==> src/rtl/vga_line_scheduler.sv <==
// Line sequencer for the 1-bit VGA DMA: programs one line per transfer from a
// CPU-set frame base, paces on DMA FIFO level, and swaps buffers at frame end.
//
// state      | meaning
// IDLE       | disabled, no bus activity
// WAIT_VSYNC | enabled, waiting for frame-start pulse
// RD_LVL     | reading DMA WRUSEDW until there is room for one line
// WR_ADDR    | writing line source address
// WR_LEN     | writing line length
// WR_CTRL    | writing DMA mode bit
// WR_START   | kicking the DMA
// WAIT_IRQ   | waiting for line-done irq or timeout
// CLR_IRQ    | clearing DMA status
// NEXT       | stepping to the next line or closing the frame
module vga_line_scheduler #(
  parameter int LINES      = 480,
  parameter int LINE_BYTES = 80,
  parameter int STRIDE     = 80,
  parameter int FIFO_DEPTH = 4096,
  parameter int TIMEOUT    = 65535
) (
  input  logic        clk,
  input  logic        reset,
  input  logic [1:0]  avs_ctl_address,
  input  logic        avs_ctl_write,
  input  logic        avs_ctl_read,
  input  logic [31:0] avs_ctl_writedata,
  output logic [31:0] avs_ctl_readdata,
  output logic [2:0]  avm_cfg_address,
  output logic        avm_cfg_write,
  output logic        avm_cfg_read,
  output logic [31:0] avm_cfg_writedata,
  input  logic [31:0] avm_cfg_readdata,
  input  logic        avm_cfg_waitrequest,
  input  logic        dma_irq,
  input  logic        vsync_pulse,
  output logic        frame_irq
);

  typedef enum logic [3:0] {
    IDLE, WAIT_VSYNC, RD_LVL, WR_ADDR, WR_LEN, WR_CTRL, WR_START, WAIT_IRQ, CLR_IRQ, NEXT
  } state_t;

  localparam int TW = (TIMEOUT > 1) ? $clog2(TIMEOUT) : 1;
  localparam logic [TW-1:0] TMR_LOAD   = TW'(TIMEOUT - 1);
  localparam logic [15:0]   LAST_LINE  = 16'(LINES - 1);
  localparam logic [32:0]   LVL_LIMIT  = 33'(FIFO_DEPTH - 1);
  localparam logic [32:0]   LINE_HALF  = 33'(LINE_BYTES / 2);
  localparam logic [31:0]   STRIDE32   = 32'(STRIDE);
  // The DMA moves LONGTH/2 + 1 halfwords, hence the -2.
  localparam logic [31:0]   LEN_WORD   = 32'(LINE_BYTES - 2);

  state_t        state_q, state_d;
  logic [1:0]    ctrl_q, ctrl_d;
  logic [31:0]   front_q, front_d;
  logic [31:0]   back_q, back_d;
  logic          pending_q, pending_d;
  logic          done_q, done_d;
  logic          tmo_q, tmo_d;
  logic [15:0]   line_q, line_d;
  logic [31:0]   addr_q, addr_d;
  logic [TW-1:0] timer_q, timer_d;
  logic          fixed_q, fixed_d;
  logic          frame_irq_q, frame_irq_d;
  logic [31:0]   rdata_q, rdata_d;

  logic          back_wr;
  logic          bus_done;
  logic          last_line;
  logic [32:0]   lvl_sum;

  assign back_wr   = avs_ctl_write && (avs_ctl_address == 2'd2);
  assign bus_done  = !avm_cfg_waitrequest;
  assign last_line = (line_q == LAST_LINE);
  assign lvl_sum   = {1'b0, avm_cfg_readdata} + LINE_HALF;

  always_ff @(posedge clk or posedge reset) begin
    if (reset) begin
      state_q     <= IDLE;
      ctrl_q      <= '0;
      front_q     <= '0;
      back_q      <= '0;
      pending_q   <= 1'b0;
      done_q      <= 1'b0;
      tmo_q       <= 1'b0;
      line_q      <= '0;
      addr_q      <= '0;
      timer_q     <= '0;
      fixed_q     <= 1'b0;
      frame_irq_q <= 1'b0;
      rdata_q     <= '0;
    end else begin
      state_q     <= state_d;
      ctrl_q      <= ctrl_d;
      front_q     <= front_d;
      back_q      <= back_d;
      pending_q   <= pending_d;
      done_q      <= done_d;
      tmo_q       <= tmo_d;
      line_q      <= line_d;
      addr_q      <= addr_d;
      timer_q     <= timer_d;
      fixed_q     <= fixed_d;
      frame_irq_q <= frame_irq_d;
      rdata_q     <= rdata_d;
    end
  end

  always_comb begin
    state_d     = state_q;
    ctrl_d      = ctrl_q;
    front_d     = front_q;
    back_d      = back_q;
    pending_d   = pending_q;
    done_d      = done_q;
    tmo_d       = tmo_q;
    line_d      = line_q;
    addr_d      = addr_q;
    timer_d     = timer_q;
    fixed_d     = fixed_q;
    frame_irq_d = 1'b0;
    rdata_d     = rdata_q;

    if (avs_ctl_write) begin
      case (avs_ctl_address)
        2'd0: ctrl_d = avs_ctl_writedata[1:0];
        2'd2: begin
          back_d    = avs_ctl_writedata;
          pending_d = 1'b1;
        end
        2'd3: begin
          if (avs_ctl_writedata[0]) done_d = 1'b0;
          if (avs_ctl_writedata[1]) tmo_d  = 1'b0;
        end
        default: ;
      endcase
    end

    if (avs_ctl_read) begin
      case (avs_ctl_address)
        2'd0:    rdata_d = {30'b0, ctrl_q};
        2'd1:    rdata_d = front_q;
        2'd2:    rdata_d = back_q;
        default: rdata_d = {6'b0, line_q[9:0], 13'b0, pending_q, tmo_q, done_q};
      endcase
    end

    // FSM updates come after the CPU clears so a same-cycle set wins.
    case (state_q)
      IDLE: if (ctrl_q[0]) state_d = WAIT_VSYNC;
      WAIT_VSYNC: begin
        if (!ctrl_q[0]) begin
          state_d = IDLE;
        end else if (vsync_pulse) begin
          state_d = RD_LVL;
          line_d  = '0;
          addr_d  = front_q;
        end
      end
      RD_LVL: begin
        if (bus_done && (lvl_sum <= LVL_LIMIT)) begin
          state_d = WR_ADDR;
          fixed_d = ctrl_q[1];
        end
      end
      WR_ADDR:  if (bus_done) state_d = WR_LEN;
      WR_LEN:   if (bus_done) state_d = WR_CTRL;
      WR_CTRL:  if (bus_done) state_d = WR_START;
      WR_START: begin
        if (bus_done) begin
          state_d = WAIT_IRQ;
          timer_d = TMR_LOAD;
        end
      end
      WAIT_IRQ: begin
        if (dma_irq) begin
          state_d = CLR_IRQ;
        end else if (timer_q == '0) begin
          tmo_d   = 1'b1;
          state_d = CLR_IRQ;
        end else begin
          timer_d = timer_q - 1'b1;
        end
      end
      CLR_IRQ: begin
        if (bus_done) state_d = (!ctrl_q[0] && !last_line) ? IDLE : NEXT;
      end
      NEXT: begin
        if (!last_line) begin
          line_d  = line_q + 16'd1;
          addr_d  = addr_q + STRIDE32;
          state_d = RD_LVL;
        end else begin
          done_d      = 1'b1;
          frame_irq_d = 1'b1;
          if (pending_q) begin
            front_d   = back_q;
            pending_d = back_wr;
          end
          state_d = ctrl_q[0] ? WAIT_VSYNC : IDLE;
        end
      end
      default: state_d = IDLE;
    endcase
  end

  // Master strobes decode straight from the state register, so reset drops them at once.
  always_comb begin
    avm_cfg_address   = '0;
    avm_cfg_write     = 1'b0;
    avm_cfg_read      = 1'b0;
    avm_cfg_writedata = '0;
    case (state_q)
      RD_LVL: begin
        avm_cfg_address = 3'd5;
        avm_cfg_read    = 1'b1;
      end
      WR_ADDR: begin
        avm_cfg_address   = 3'd0;
        avm_cfg_write     = 1'b1;
        avm_cfg_writedata = addr_q;
      end
      WR_LEN: begin
        avm_cfg_address   = 3'd1;
        avm_cfg_write     = 1'b1;
        avm_cfg_writedata = LEN_WORD;
      end
      WR_CTRL: begin
        avm_cfg_address   = 3'd2;
        avm_cfg_write     = 1'b1;
        avm_cfg_writedata = {31'b0, fixed_q};
      end
      WR_START: begin
        avm_cfg_address = 3'd3;
        avm_cfg_write   = 1'b1;
      end
      CLR_IRQ: begin
        avm_cfg_address = 3'd4;
        avm_cfg_write   = 1'b1;
      end
      default: ;
    endcase
  end

  assign avs_ctl_readdata = rdata_q;
  assign frame_irq        = frame_irq_q;

endmodule

==> config.mk <==
export PLATFORM = sky130hd
export DESIGN_NAME = vga_line_scheduler
export DESIGN_NICKNAME = d
export VERILOG_FILES = /design/src/rtl/vga_line_scheduler.sv
export SDC_FILE = /design/constraint.sdc
export NUM_CORES = 1
export LEC_CHECK = 0
export CAP_MARGIN = 5
export CORE_ASPECT_RATIO = 1.4
export CORE_MARGIN = 4
export CORE_UTILIZATION = 54
export CTS_CLUSTER_DIAMETER = 40
export DETAILED_ROUTE_END_ITERATION = 6
export GPL_TIMING_DRIVEN = 1
export PLACE_DENSITY_LB_ADDON = 0.15
export SYNTH_ARGS = -nofsm -noshare
export SYNTH_HDL_FRONTEND = slang
export SYNTH_SLANG_ARGS = --single-unit
==> constraint.sdc <==
create_clock -name clk -period 6.4 [get_ports clk]
set_input_delay 0.64 -clock clk [delete_from_list [all_inputs] [get_ports clk]]
set_output_delay 0.64 -clock clk [all_outputs]
set_load 0.01 [all_outputs]
Yosys cells after proc, flatten, opt, wreduce, memory -nomap -nowiden
Index checks and enable logic that the tools add are counted.
- $add $sub $neg: 4
- magnitude comparators: 1
- equality and inequality tests: 27
- muxes and demuxes: 50
- reduce and logical (&&, ||, !) cells: 19
- operators by type and width (kind ; number):
    $pmux 32 s3 ; 2
    $mux 16 ; 6
    $mux 32 ; 3
    $pmux 16 s2 ; 2
    $pmux 32 s2 ; 1
    $mux 4 ; 12
    $pmux 4 s10 ; 1
    $add 32x6->33 const B ; 1
    $le 33x12->1 const B ; 1
    $add 32x7->32 const B ; 1
    $ne 2x2->1 const B ; 12
    $mux 1 ; 21
    $add 16x1->16 const B ; 1
    $eq 16x9->1 const B ; 1
    $eq 4x3->1 const B ; 4
    $logic_not 16->1 ; 1
    $sub 16x1->16 const B ; 1
    $pmux 3 s5 ; 1
    $reduce_and 9->1 ; 1
    $eq 4x2->1 const B ; 2
    $eq 4x4->1 const B ; 2
    $reduce_and 4->1 ; 2
    $ne 3x3->1 const B ; 2
    $reduce_and 2->1 ; 3
    other kinds (11) ; 17
- register bits after elaboration: 171
- input bits: 73
- output and inout port bits: 70
- word-level logic and storage cells: 114

Longest topological paths before layout
- word-level depth: 6
- gate-level depth with buffers: 9
- gate-level depth less buffers: 9

Worst setup path before layout
Ideal clock, no wire load.
- path kind: input to register
- start: input port avm_cfg_readdata[8]
- end: register fixed_q
- setup time: 0.128 ns
- arrival time: 2.545 ns
- required time: 6.272 ns
- slack: 3.727 ns
- cell stages on the path: 8
- path buffers: 1
- cells stage by stage: nand4_2 -> or2_0 -> clkbuf_2 -> or4_1 -> nor3_1 -> o211ai_1 -> nor4_2 -> mux2_1
- longest elaborated chain between the ends: 4
- ends and longest elaborated chain (item ; RTL line ; text):
    start, declared ; 33 ; input logic [31:0] avm_cfg_readdata,
    $add 32x6->33 ; 75 ; assign lvl_sum = {1'b0, avm_cfg_readdata} + LINE_HALF;
    $le 33x12->1 ; 161 ; if (bus_done && (lvl_sum <= LVL_LIMIT)) begin
    $logic_and 1x1->1 ; 161 ;
    $reduce_and 2->1 (no source line) ; - ;
    end signal, assigned ; 103 ; fixed_q <= fixed_d;
    end, declared ; 63 ; logic fixed_q, fixed_d;
No other way between the ends.
A chain may end at the register's enable or synchronous reset.

Worst setup path after layout
- start: register state_q[0]
- end: output port avm_cfg_writedata[8]
- longest elaborated chain between the ends: 2
- elaborated cells between the ends (all ways): 4
- classes of those cells: 3 x eq/ne; 1 x mux
- ends and longest elaborated chain (item ; RTL line ; text):
    start, declared ; 53 ; state_t state_q, state_d;
    start signal, assigned ; 93 ; state_q <= state_d;
    $eq 4x3->1 / $eq 4x2->1 (equally long branches) ; 213 ; case (state_q)
    $pmux 32 s3 * ; 213 ;
    end, declared ; 32 ; output logic [31:0] avm_cfg_writedata,
Every way passes the cells marked *; elsewhere a longest branch is shown, timed or not.

==> results.py <==
metrics = {
    "run_status": {
        "status": "finished, final reports clean",
    },
    "place": {
        "placedInstanceArea_um2": 10300,
        "dpl_worst_slack_ps": 2840,
        "dp_hpwl_mm": 16.3,
        "finalWeightedCongestion": 0.905,
        "port_buffers": 142,
    },
    "worst_setup_path": {
        "cp.required_ps": 5760,
        "r2r_start": "state_q[1]$_DFFE_PP0P_",
        "cp_max_fo": 19,
        "arrival_ps": 2970,
        "path_class": "reg -> out",
        "end_kind": "output port",
        "startpoint": "state_q[0]$_DFFE_PP0P_",
        "crit_path_start_kind": "register",
    },
    "timing": {
        "period_share": 0.565,
        "finalMaxSlewViolations": 0,
        "hold_viol": 0,
        "setup_tns_ps": 0,
        "layout_min_cycle_time_ps": 3610,
        "tightest_slew_ps": 1160,
        "slew_headroom": 0.229,
        "fin_ws_ps": 2790,
        "rsz0062_at_grt": "false",
        "fmax_ghz": 0.277,
        "setup_viol": 0,
        "hold_slack_ps": 487,
        "skew_ps": 9.80,
    },
    "clock_network": {
        "cts_buffers": 17,
        "cts_sinks": 171,
        "cts.repair_timing.setup_buffer_count": 0,
        "cts-root-buf": "clkbuf_16",
        "htree_levels": 4,
        "clock_latency_ps": 430,
        "path_clk_slew_ps": 70,
        "ctsHoldBuffers": 0,
        "cts-resized-gates": 0,
        "cts_max_path_buffers": 2,
        "cts_tree": "yes",
    },
    "yosys": {
        "yosysSeqAreaShare": 0.488,
        "synth_area_per_cell_um2": 9.90,
        "synth_top_area_share": 0.488,
        "synthFlopType": "dfrtp_1",
        "syn_area_um2": 8760,
        "ys_warn_count": 0,
        "synth_area_leaders": "dfrtp_1 49%, mux2_2 10%, a21oi_1 4.1%, nor2_1 3.5%, nand2_1 3.3%",
        "async_flop_share": 1.00,
        "syn_inst": 885,
        "synth_cell_types": 67,
        "synth.ff_latch_count": 171,
        "synth.largest_area_cell": "dfrtp_1",
        "synth-edff-count": 0,
        "synth_nets": 963,
    },
    "floorplan": {
        "io-pin-count": 143,
        "die_x_um": 116,
        "start_util": 0.557,
        "die_h_um": 159,
        "num_rows": 54,
        "dieArea_um2": 18400,
        "core_um2": 15700,
    },
    "detailed_routing": {
        "drcViolationCount": 0,
        "viasPerCell": 6.13,
        "via_count": 7444,
        "postRouteAntennaNets": 0,
        "first_pass_iters": 5,
        "first_iter_violations": 626,
        "avgRoutedWirePerCell_um": 19.6,
        "routed_wl_mm": 23.8,
    },
    "power_and_ir_drop": {
        "pwr_density_cell_nw_per_um2": 325,
        "combPwrFrac": 0.265,
        "peakVddDrop_mv": 0.223,
        "p_sw_frac": 0.335,
        "p_clk_frac": 0.302,
        "p_int_uw": 2360,
        "pwr-share-seq": 0.433,
        "power.leakage_uw": 0.00450,
        "switchingPower_uw": 1190,
    },
    "grt": {
        "grt_pass1_vias": 7442,
        "grt_max_degree": 78,
        "grt_usage": 0.264,
        "antenna_found_initial": 0,
        "grt_pass1_wl_mm": 38.8,
        "grt_overflow_total": 0,
    },
    "run": {
        "drv_cap": 0,
    },
    "finish": {
        "antennaDiodeCount": 0,
        "nets": 1083,
        "drive_gt1_frac": 0.139,
        "area_delta_synth_final_pct": 24.7,
        "final_area_um2": 10900,
        "fin_util": 0.694,
    },
    "worst_hold_path": {
        "min_from": "addr_q[2]$_DFFE_PP0P_",
        "hp-class": "reg -> reg",
    },
}
worst paths after layout:
path	end	cells past startpoint	slack (ps)
max	avm_cfg_writedata[8]	5	2790
min	addr_q[2]$_DFFE_PP0P_	2	490
max reg2reg	addr_q[24]$_DFFE_PP0P_	6	3140
min reg2reg	addr_q[2]$_DFFE_PP0P_	2	490
max in group asynchronous	addr_q[9]$_DFFE_PP0P_	3	4470
min in group asynchronous	avs_ctl_readdata[1]$_DFFE_PP0P_	2	600
flip-flops by register name, summed over array words and instances, names as in the netlist, 2 cells and up:
name              cells
timer_q              16
back_q               32
avs_ctl_readdata     32
state_q               4
addr_q               32
line_q               16
front_q              32
ctrl_q                2
power groups by stage:
stage / registers (uW) / logic [uW] / clock network [uW]
2_1_floorplan: 1460 / 594 / 0
3_3_place_gp: 1540 / 918 / 0
3_5_place_dp: 1550 / 940 / 0
4_1_cts: 1530 / 946 / 1080
5_1_grt: 1570 / 1040 / 1130
6_report: 1540 / 942 / 1070
cell usage in the layout, fill, tap and decap left out, types with 6 or more instances in the layout:
master             n
nand2_1           77
a22oi_1           30
and2_1            23
buf_4             10
nand3_1           29
nand4_1           16
or3_1             11
a21oi_1           71
mux2_2            81
o21ai_0           40
a31oi_1            6
nor2_1            81
nor3_1            27
xnor2_1           12
o32ai_1           10
dfrtp_1          171
xor2_1            15
nor4_1            12
clkbuf_16         17
inv_1             12
clkdlybuf4s50_1  141
and3_1            12
area by class of cell:
type                    count  area (um2)
clock buffers              20         457
clock inverters            12         153
fillers                  1247        4810
inverters                  13        53.8
multi-input cells         650        4250
flip-flops and latches    171        4280
well taps                 196         245
repair buffers            152        1490
worst max-delay path, stage by stage, from the launching register on:
cell and delay [ps]:
dfrtp_1 650, nand2b_1 420, nor2_1 420, buf_4 300, and2_1 200, clkdlybuf4s50_1 550
synthesized netlist by cell type, types with 13 or more instances:
cell type / instances
a21oi_1: 71
a22oi_1: 30
and2_1: 23
clkbuf_1: 41
dfrtp_1: 171
inv_1: 13
mux2_2: 81
nand2_1: 78
nand3_1: 29
nand4_1: 16
nor2_1: 81
nor3_1: 27
nor4_1: 13
o21ai_0: 40
xor2_1: 15
routing by layer:
layer	share of wire	track usage
met2	0.50	0.431
met5	0	0
met3	0.066	0.0567
met1	0.40	0.343
met4	0.030	0.104
metrics by stage:
| stage | instances | total power [uW] |
|---|---|---|
| after floorplan | 885 | 2060 |
| after global placement | 1182 | 2460 |
| after detailed placement | 1182 | 2490 |
| after CTS | 1214 | 3560 |
| after global routing | 1214 | 3740 |
| final | 1214 | 3550 |
cell families (layout without fill, tap and decap cells):
| kind of cell | count (synthesis) | in the layout | share of synthesized area |
|---|---|---|---|
| AOI/OAI and AO/OA | 201 | 201 | 0.145 |
| and+or+nand+nor | 332 | 332 | 0.193 |
| xor gates and xnor gates | 27 | 27 | 0.0270 |
| muxes | 85 | 85 | 0.112 |
| adders and majority gates | 5 | 5 | 0.00714 |
| buffers and inverters | 64 | 197 | 0.0278 |
| DFF | 171 | 171 | 0.488 |
No activity file was read; power rests on OpenSTA's default activity.
